<file path="src/rtl/cpu_timing_pkg.sv">
// Shared beat-timing types and constants for the hardwired controller slice.
package cpu_timing_pkg;

  typedef enum logic [1:0] {
    IDLE = 2'd0,
    W1   = 2'd1,
    W2   = 2'd2,
    W3   = 2'd3
  } beat_state_t;

  localparam int SHORT_BEATS  = 1;
  localparam int NORMAL_BEATS = 2;
  localparam int LONG_BEATS   = 3;

  // True on the beat that closes the current machine cycle.
  function automatic logic is_cycle_end(input beat_state_t s, input logic sh, input logic lg);
    return ((s == W1) && sh) || ((s == W2) && !lg) || (s == W3);
  endfunction

endpackage

</file>
<file path="src/rtl/qd_edge_detect.sv">
// Rising-edge detector for a level input; the register resets high so a
// level already present at reset release is not seen as an edge.
module qd_edge_detect (
  input  logic clk,
  input  logic rst,
  input  logic d,
  output logic rise
);

  logic d_q;

  always_ff @(posedge clk) begin
    if (rst) d_q <= 1'b1;
    else     d_q <= d;
  end

  assign rise = d & ~d_q;

endmodule

</file>
<file path="src/rtl/beat_timing_gen.sv">
// Beat generator W1/W2/W3 for the hardwired controller, clocked by t3.
// Optional single-cycle step switch dp is enabled by BEAT_STEP_MODE_EN.
module beat_timing_gen
  import cpu_timing_pkg::*;
#(
  parameter int CNT_W      = 16,
  parameter bit AUTO_START = 1'b0
) (
  input  logic             t3,
  input  logic             clr,
  input  logic             short,
  input  logic             long,
  input  logic             stop,
  input  logic             qd,
`ifdef BEAT_STEP_MODE_EN
  input  logic             dp,
`endif
  output logic             w1,
  output logic             w2,
  output logic             w3,
  output logic             running,
  output logic             cycle_done,
  output logic [CNT_W-1:0] cycle_cnt
);

  // short/long/stop are plain levels sampled on the t3 edge that ends a beat;
  // there is no handshake, the controller holds them stable across the beat.
  beat_state_t state_q, state_d;
  logic        qd_rise;
  logic        first_q;
  logic        halt;

  qd_edge_detect u_qd_edge (
    .clk  (t3),
    .rst  (clr),
    .d    (qd),
    .rise (qd_rise)
  );

`ifdef BEAT_STEP_MODE_EN
  assign halt = stop | dp;
`else
  assign halt = stop;
`endif

  always_comb begin
    state_d    = state_q;
    cycle_done = is_cycle_end(state_q, short, long);
    case (state_q)
      IDLE: if (qd_rise || (AUTO_START && first_q)) state_d = W1;
      W1:   state_d = W2;
      W2:   state_d = W3;
      W3:   state_d = W1;
      default: state_d = IDLE;
    endcase
    if (cycle_done) state_d = halt ? IDLE : W1;
  end

  always_ff @(posedge t3) begin
    if (clr) begin
      state_q   <= IDLE;
      first_q   <= 1'b1;
      cycle_cnt <= '0;
    end else begin
      state_q <= state_d;
      first_q <= 1'b0;
      if (cycle_done) cycle_cnt <= cycle_cnt + CNT_W'(1);
    end
  end

  assign w1      = (state_q == W1);
  assign w2      = (state_q == W2);
  assign w3      = (state_q == W3);
  assign running = (state_q != IDLE);

endmodule

</file>
<file path="config.mk">
export PLATFORM = sky130hd
export DESIGN_NAME = beat_timing_gen
export DESIGN_NICKNAME = d
export VERILOG_FILES = /design/src/rtl/cpu_timing_pkg.sv /design/src/rtl/qd_edge_detect.sv /design/src/rtl/beat_timing_gen.sv
export SDC_FILE = /design/constraint.sdc
export NUM_CORES = 1
export LEC_CHECK = 0
export ABC_AREA = 1
export BUFFER_PORTS_ARGS = -buffer_cell sky130_fd_sc_hd__buf_2
export CAP_MARGIN = 40
export CORE_MARGIN = 2
export CORE_UTILIZATION = 30
export CTS_CLUSTER_DIAMETER = 30
export CTS_CLUSTER_SIZE = 14
export DETAILED_ROUTE_END_ITERATION = 10
export RECOVER_POWER = 100
export SLEW_MARGIN = 15
export SYNTH_ARGS = -nofsm -noshare
export SYNTH_HDL_FRONTEND = slang
export SYNTH_HIERARCHICAL = 1
export SYNTH_SLANG_ARGS = --single-unit
</file>
<file path="constraint.sdc">
create_clock -name t3 -period 1.82 [get_ports t3]
set_input_delay 0.364 -clock t3 [delete_from_list [all_inputs] [get_ports t3]]
set_output_delay 0.364 -clock t3 [all_outputs]
set_load 0.05 [all_outputs]
</file>
[Word-level counts from Yosys, hierarchy flattened]
Index checks and enable logic that the tools add are counted.
Cells by class
  bitwise logic cells: 2
  equal/unequal tests: 4
  multiplexer cells: 4
  reduce and logical (&&, ||, !) cells: 7
  add/sub/neg operators: 1
Operators by type and width (count)
  adder 16 x 1 -> 16 bit, second input constant: 1
  one-hot mux 2 bit (4 select lines): 1
  == test 2 bit, second input constant: 2
  2-to-1 mux 2 bit: 2
  != test 3 bit, second input constant: 1
  == test 2 x 1 -> 1 bit, second input constant: 1
  logical AND 1 bit: 2
  logical NOT 2 bit: 1
  logical OR 1 bit: 2
  nonzero test 2 bit: 1
  bitwise AND 1 bit: 1
  logical NOT 1 bit: 1
  2-to-1 mux 1 bit: 1
  NOT 1 bit: 1
Storage, ports and cells
  logic and storage cells: 21
  flip-flop bits (word level): 19

[Depth between registers and ports, before layout]
  depth after elaboration: 5
  depth in mapped cells: 10
  gate-level depth less buffers: 10

[Cells and area by module]
The synthesis kept the hierarchy.
Modules (own cells, without submodules)
  beat_timing_gen: seq. area each 360.3 µm², instances 1, area each 1006.0 µm², cells an instance 147
  qd_edge_detect: seq. area each 20.0 µm², instances 1, area each 37.5 µm², cells an instance 5

[Least setup slack after synthesis]
OpenSTA, ideal clock, no wires.
  path type: reg-to-reg
  from: reg state_q[1]
  to: reg cycle_cnt[12]
  stages on the path, launching flop included: 9
  data arrival time: 1698 ps
  buffers on the path: 1
  setup slack: 9 ps
  setup time: 113 ps
  period minus slack after synthesis: 1811 ps
  cells stage by stage: dfxtp_1 > inv_1 > ha_1 > nand2_1 > nand3_4 > buf_4 > nand4_1 > nor2_1 > nor2_1
On the way
  cells in the longest elaborated chain, start to end: 4
  elaborated cells on any way between the ends: 7
RTL lines
  start, declared: RTL line beat_timing_gen.sv:28  | beat_state_t state_q, state_d;
  start signal, assigned: RTL line beat_timing_gen.sv:65  | state_q <= state_d;
  == test 2 x 1 -> 1 bit
  net w1: RTL line beat_timing_gen.sv:18  | output logic w1,
  logical AND 1 bit: RTL line cpu_timing_pkg.sv:17  | return ((s == W1) && sh) || ((s == W2) && !lg) || (s == W3);
  logical OR 1 bit (2 in series): RTL line cpu_timing_pkg.sv:17
  net cycle_done: RTL line beat_timing_gen.sv:22  | output logic cycle_done,
  end signal, assigned: RTL line beat_timing_gen.sv:67  | if (cycle_done) cycle_cnt <= cycle_cnt + CNT_W'(1);
  end, declared: RTL line beat_timing_gen.sv:23  | output logic [CNT_W-1:0] cycle_cnt
The timed path passes the listed nets, and every way through them passes these cells.
A chain may end at the register's enable or synchronous reset.

[Final worst setup path]
  from: reg state_q[1]
  to: out cycle_done
On the way
  cells in the longest elaborated chain, start to end: 4
  elaborated cells on any way between the ends: 7
RTL lines (RTL line)
  == test 2 x 1 -> 1 bit or == test 2 bit (tied branches): cpu_timing_pkg.sv:17
  logical AND 1 bit: cpu_timing_pkg.sv:17
  logical OR 1 bit: cpu_timing_pkg.sv:17
  logical OR 1 bit *: cpu_timing_pkg.sv:17
  end, declared: beat_timing_gen.sv:22
Every way passes the cells marked *; elsewhere a longest branch is shown, timed or not.

==> run_summary.xml <==
<?xml version="1.0" encoding="UTF-8"?>
<metrics>
  <group name="hold_path">
    <metric name="hold-path-cell-count" unit="">3</metric>
    <metric name="hold_worst_path_end" unit="">u_qd_edge/d_q</metric>
    <metric name="worst_min_path_start" unit="">qd</metric>
    <metric name="min-delay-path-class" unit="">input port to flop</metric>
  </group>
  <group name="cts">
    <metric name="ctsHoldBuffers" unit="">0</metric>
    <metric name="clk_transition_reported_paths" unit="ns">0.11</metric>
    <metric name="clock_tree.buffer_depth" unit="">2</metric>
    <metric name="tritoncts" unit="">built</metric>
    <metric name="root_buf_cell" unit="">sky130_fd_sc_hd__clkbuf_4</metric>
    <metric name="cts_buffers" unit="">3</metric>
    <metric name="clk_latency" unit="ns">0.31</metric>
    <metric name="clkSinkCount" unit="">19</metric>
    <metric name="clock_tree.htree_level_count" unit="">1</metric>
  </group>
  <group name="synthesis">
    <metric name="synth_xor_area_share" unit="%">0.839</metric>
    <metric name="adder_and_majority_gate_portion_of_the_synthesized_area" unit="%">6.00</metric>
    <metric name="yosysMostFrequentCell" unit="">sky130_fd_sc_hd__nand2_1</metric>
    <metric name="yosys-top-cells-area" unit="">sky130_fd_sc_hd__dfxtp_1 (36%), sky130_fd_sc_hd__nand2_1 (14%), sky130_fd_sc_hd__inv_1 (7.9%)</metric>
    <metric name="post_synth_num_cell_types" unit="">25</metric>
    <metric name="netlist_area_before_placement" unit="um^2">1040</metric>
    <metric name="seq_area_frac_synth" unit="%">36.5</metric>
    <metric name="synth_top_cells_by_count" unit="">sky130_fd_sc_hd__nand2_1 (39), sky130_fd_sc_hd__inv_1 (22), sky130_fd_sc_hd__nor2_1 (22)</metric>
    <metric name="synth_top_family_by_area" unit="">simple AND/OR/NAND/NOR gates</metric>
    <metric name="synth_ff_type" unit="">sky130_fd_sc_hd__dfxtp_1</metric>
    <metric name="synth_largest_type_area_fraction" unit="%">36.5</metric>
    <metric name="synth_fp_nets" unit="">163</metric>
    <metric name="number_of_flops_mapped_to_enable_cells_by_yosys" unit="">0</metric>
    <metric name="synth.avg_cell_area" unit="um^2">6.87</metric>
    <metric name="synth.area.mux_share" unit="%">0</metric>
    <metric name="synth_async_sr_flop_share" unit="%">0</metric>
    <metric name="yosys.area.top_type" unit="">sky130_fd_sc_hd__dfxtp_1</metric>
    <metric name="yosys_warnings" unit="">6</metric>
    <metric name="ys_ff_latch" unit="">19</metric>
    <metric name="postSynthCellCount" unit="">152</metric>
    <metric name="share_of_the_synthesized_area_in_compound_gates_ao_oa_aoi_oai" unit="%">6.71</metric>
    <metric name="simple_gate_area_share_of_the_yosys_netlist" unit="%">40.2</metric>
  </group>
  <group name="final_layout">
    <metric name="post_route_cells_drive_above_1_share" unit="%">14.4</metric>
    <metric name="n_antenna_cell" unit="">0</metric>
    <metric name="area_delta_synth_final" unit="%">18.0</metric>
    <metric name="final_nets" unit="">193</metric>
  </group>
  <group name="power">
    <metric name="cellPowerDensity" unit="nW/um^2">987</metric>
    <metric name="p_sw" unit="uW">543</metric>
    <metric name="power_frac_comb" unit="%">42.1</metric>
    <metric name="p_seq_share" unit="%">39.4</metric>
    <metric name="vdd_drop_max" unit="mV">0.335</metric>
    <metric name="power.internal" unit="uW">673</metric>
    <metric name="power_consumption" unit="uW">1220</metric>
    <metric name="static-leakage-power" unit="uW">0.000510</metric>
    <metric name="netSwitchingFraction" unit="%">44.7</metric>
    <metric name="share_clk_of_total_power" unit="%">18.5</metric>
  </group>
  <group name="floorplan">
    <metric name="floorplan.io_pins" unit="">27</metric>
    <metric name="area_of_the_core_region" unit="um^2">3340</metric>
    <metric name="die-height" unit="um">63.0</metric>
    <metric name="initial_utilization" unit="%">31.3</metric>
    <metric name="die_area" unit="um^2">3970</metric>
    <metric name="core.rowCount" unit="">21</metric>
    <metric name="die_width" unit="um">63.0</metric>
  </group>
  <group name="place">
    <metric name="routabilityCongestion" unit="">0.735</metric>
    <metric name="dpl.hpwl" unit="um">1610</metric>
    <metric name="port_buffers" unit="">26</metric>
  </group>
  <group name="setup_path">
    <metric name="start_kind" unit="">flop</metric>
    <metric name="rr_startpoint" unit="">state_q[1]</metric>
    <metric name="setup_crit_path_kind" unit="">flop to output port</metric>
    <metric name="path_depth" unit="">5</metric>
    <metric name="slowest_delay" unit="ns">0.36</metric>
    <metric name="endpoint_kind" unit="">output port</metric>
    <metric name="worst_r2r_path_depth" unit="">10</metric>
    <metric name="worst_ep_arrival_time" unit="ns">1.33</metric>
    <metric name="critPathMaxFanout" unit="">5</metric>
    <metric name="critPathBufInv" unit="">2</metric>
    <metric name="critical_path.top_delay_family" unit="">flip-flops</metric>
    <metric name="worst-r2r-setup-slack" unit="ns">0.20</metric>
    <metric name="rr_endpoint" unit="">cycle_cnt[11]</metric>
    <metric name="critical_path_required" unit="ns">1.46</metric>
    <metric name="timing.critical_path.cells" unit="">inv_1 -&gt; ha_1 -&gt; nand2_1 -&gt; nand3_4 -&gt; buf_6</metric>
    <metric name="cp_slowest_cell" unit="">sky130_fd_sc_hd__dfxtp_2</metric>
  </group>
  <group name="detailed_routing">
    <metric name="detail_route.drc_violations" unit="">0</metric>
    <metric name="avgViaCountPerCell" unit="">4.27</metric>
    <metric name="wire_per_inst" unit="um">9.36</metric>
    <metric name="antenna_violating_nets_post_route" unit="">0</metric>
    <metric name="totalWireLength" unit="um">2120</metric>
    <metric name="firstDrtPassIters" unit="">4</metric>
    <metric name="dr.first_iter.drc_count" unit="">36</metric>
    <metric name="vias" unit="">970</metric>
  </group>
  <group name="timing">
    <metric name="min_period" unit="ns">1.69</metric>
    <metric name="fmaxAchievable" unit="MHz">590</metric>
    <metric name="worstMarginPinSlew" unit="ns">0.592</metric>
    <metric name="slew_violations" unit="">0</metric>
    <metric name="fin_setup_tns" unit="ns">0</metric>
    <metric name="rsz0062_at_grt" unit="">false</metric>
    <metric name="worst_clock_skew" unit="ns">0.00423</metric>
    <metric name="period_share" unit="%">93.1</metric>
    <metric name="maxSlewHeadroom" unit="%">60.7</metric>
    <metric name="setup_viol_count_final" unit="">0</metric>
    <metric name="hold_viol_final" unit="">0</metric>
  </group>
  <group name="grt">
    <metric name="wire_length_of_the_first_global_routing_pass" unit="um">3580</metric>
    <metric name="gr-total-overflow" unit="">0</metric>
    <metric name="grt_start_max_net_pins" unit="">12</metric>
    <metric name="groute.usage.overall" unit="%">11.3</metric>
    <metric name="first_global_vias" unit="">789</metric>
    <metric name="grt_antenna_before_repair" unit="">0</metric>
  </group>
  <group name="run">
    <metric name="timing.max_cap.violations" unit="">0</metric>
  </group>
  <group name="status">
    <metric name="run_status" unit="">finished clean</metric>
  </group>
</metrics>
-- worst max-delay path by stage --
| stage | slack (ns) | from | end |
|---|---|---|---|
| final | 0.13 | state_q[1] | cycle_done |
| after global routing | 0.02 | state_q[1] | cycle_done |
| after CTS | 0.07 | state_q[0] | cycle_done |
| after detailed placement | 0.26 | state_q[0] | cycle_done |
| after global placement | 0.27 | state_q[0] | cycle_done |
| after floorplan | 0.009 | state_q[1] | cycle_cnt[12] |
-- metal layers --
metal	wire (um)	GRT usage, %	up-vias
met5	0	0	-
met4	25	5.83	0
met3	94	2.16	3
li1	-	-	535
met1	1130	15.9	409
met2	879	16.4	23
-- per-stage QoR --
| stage | worst slack, ns | area, um^2 | utilization (%) | cells | hold slack [ns] |
|---|---|---|---|---|---|
| final | 0.125 | 1230 | 36.9 | 227 | 0.251 |
| after detailed placement | 0.258 | 1220 | 36.5 | 222 | 0.495 |
| after global placement | 0.270 | 1220 | 36.5 | 222 | 0.496 |
| after global routing | 0.0246 | 1230 | 36.9 | 227 | 0.254 |
| after CTS | 0.0686 | 1260 | 37.8 | 227 | 0.248 |
| after floorplan | 0.00899 | 1040 | - | 152 | 0.456 |
-- power groups by stage --
stage | clock network [uW] | registers, uW | logic [uW]
global placement | 0 | 484 | 478
finish | 225 | 478 | 512
CTS | 232 | 475 | 513
global route | 255 | 486 | 562
detailed placement | 0 | 485 | 481
floorplan | 0 | 518 | 367
-- layout by cell type (no fill, tap or decap), drive strengths merged --
cell and count:
o21ai 3, nor2 26, nand4 4, clkbuf 24, and3 1, xor2 1, inv 22, nand3 13
o21bai 1, dfxtp 19, clkinvlp 1, nand2 41, o21a 1, a21oi 8, buf 6, ha 5
nor3 3, clkinv 2
-- tightest hold or removal path: cells and delay by family --
kind                   cells  cell delay, ns
buffers and inverters      2            0.12
and+or+nand+nor            1            0.05
-- cell type report --
type / instances / area, um^2
multi-input combinational: 107 / 547
clock buffer: 3 / 22.5
tap: 46 / 57.6
clock inverter: 1 / 5.00
timing repair buffer: 27 / 123
inverter: 24 / 93.8
fill: 380 / 2110
sequential: 19 / 383
-- sequential cells by signal, summed over array words and instances (netlist names) --
signal	cells
cycle_cnt	16
u_qd_edge/d_q	1
state_q	2
-- cells by family (layout without fill, tap and decap cells) --
family | Yosys count | in the layout
fa+ha+maj | 5 | 5
compound gates | 13 | 13
buf+inv | 26 | 55
simple gates | 88 | 88
xor+xnor | 1 | 1
flops | 19 | 19
-- repair_timing --
item                                    CTS  global route
resized for setup                         2             3
buffers inserted                          1             0
cloned                                    0             0
endpoints found under the setup margin    1             2
No activity file was read; power rests on OpenSTA's default activity.
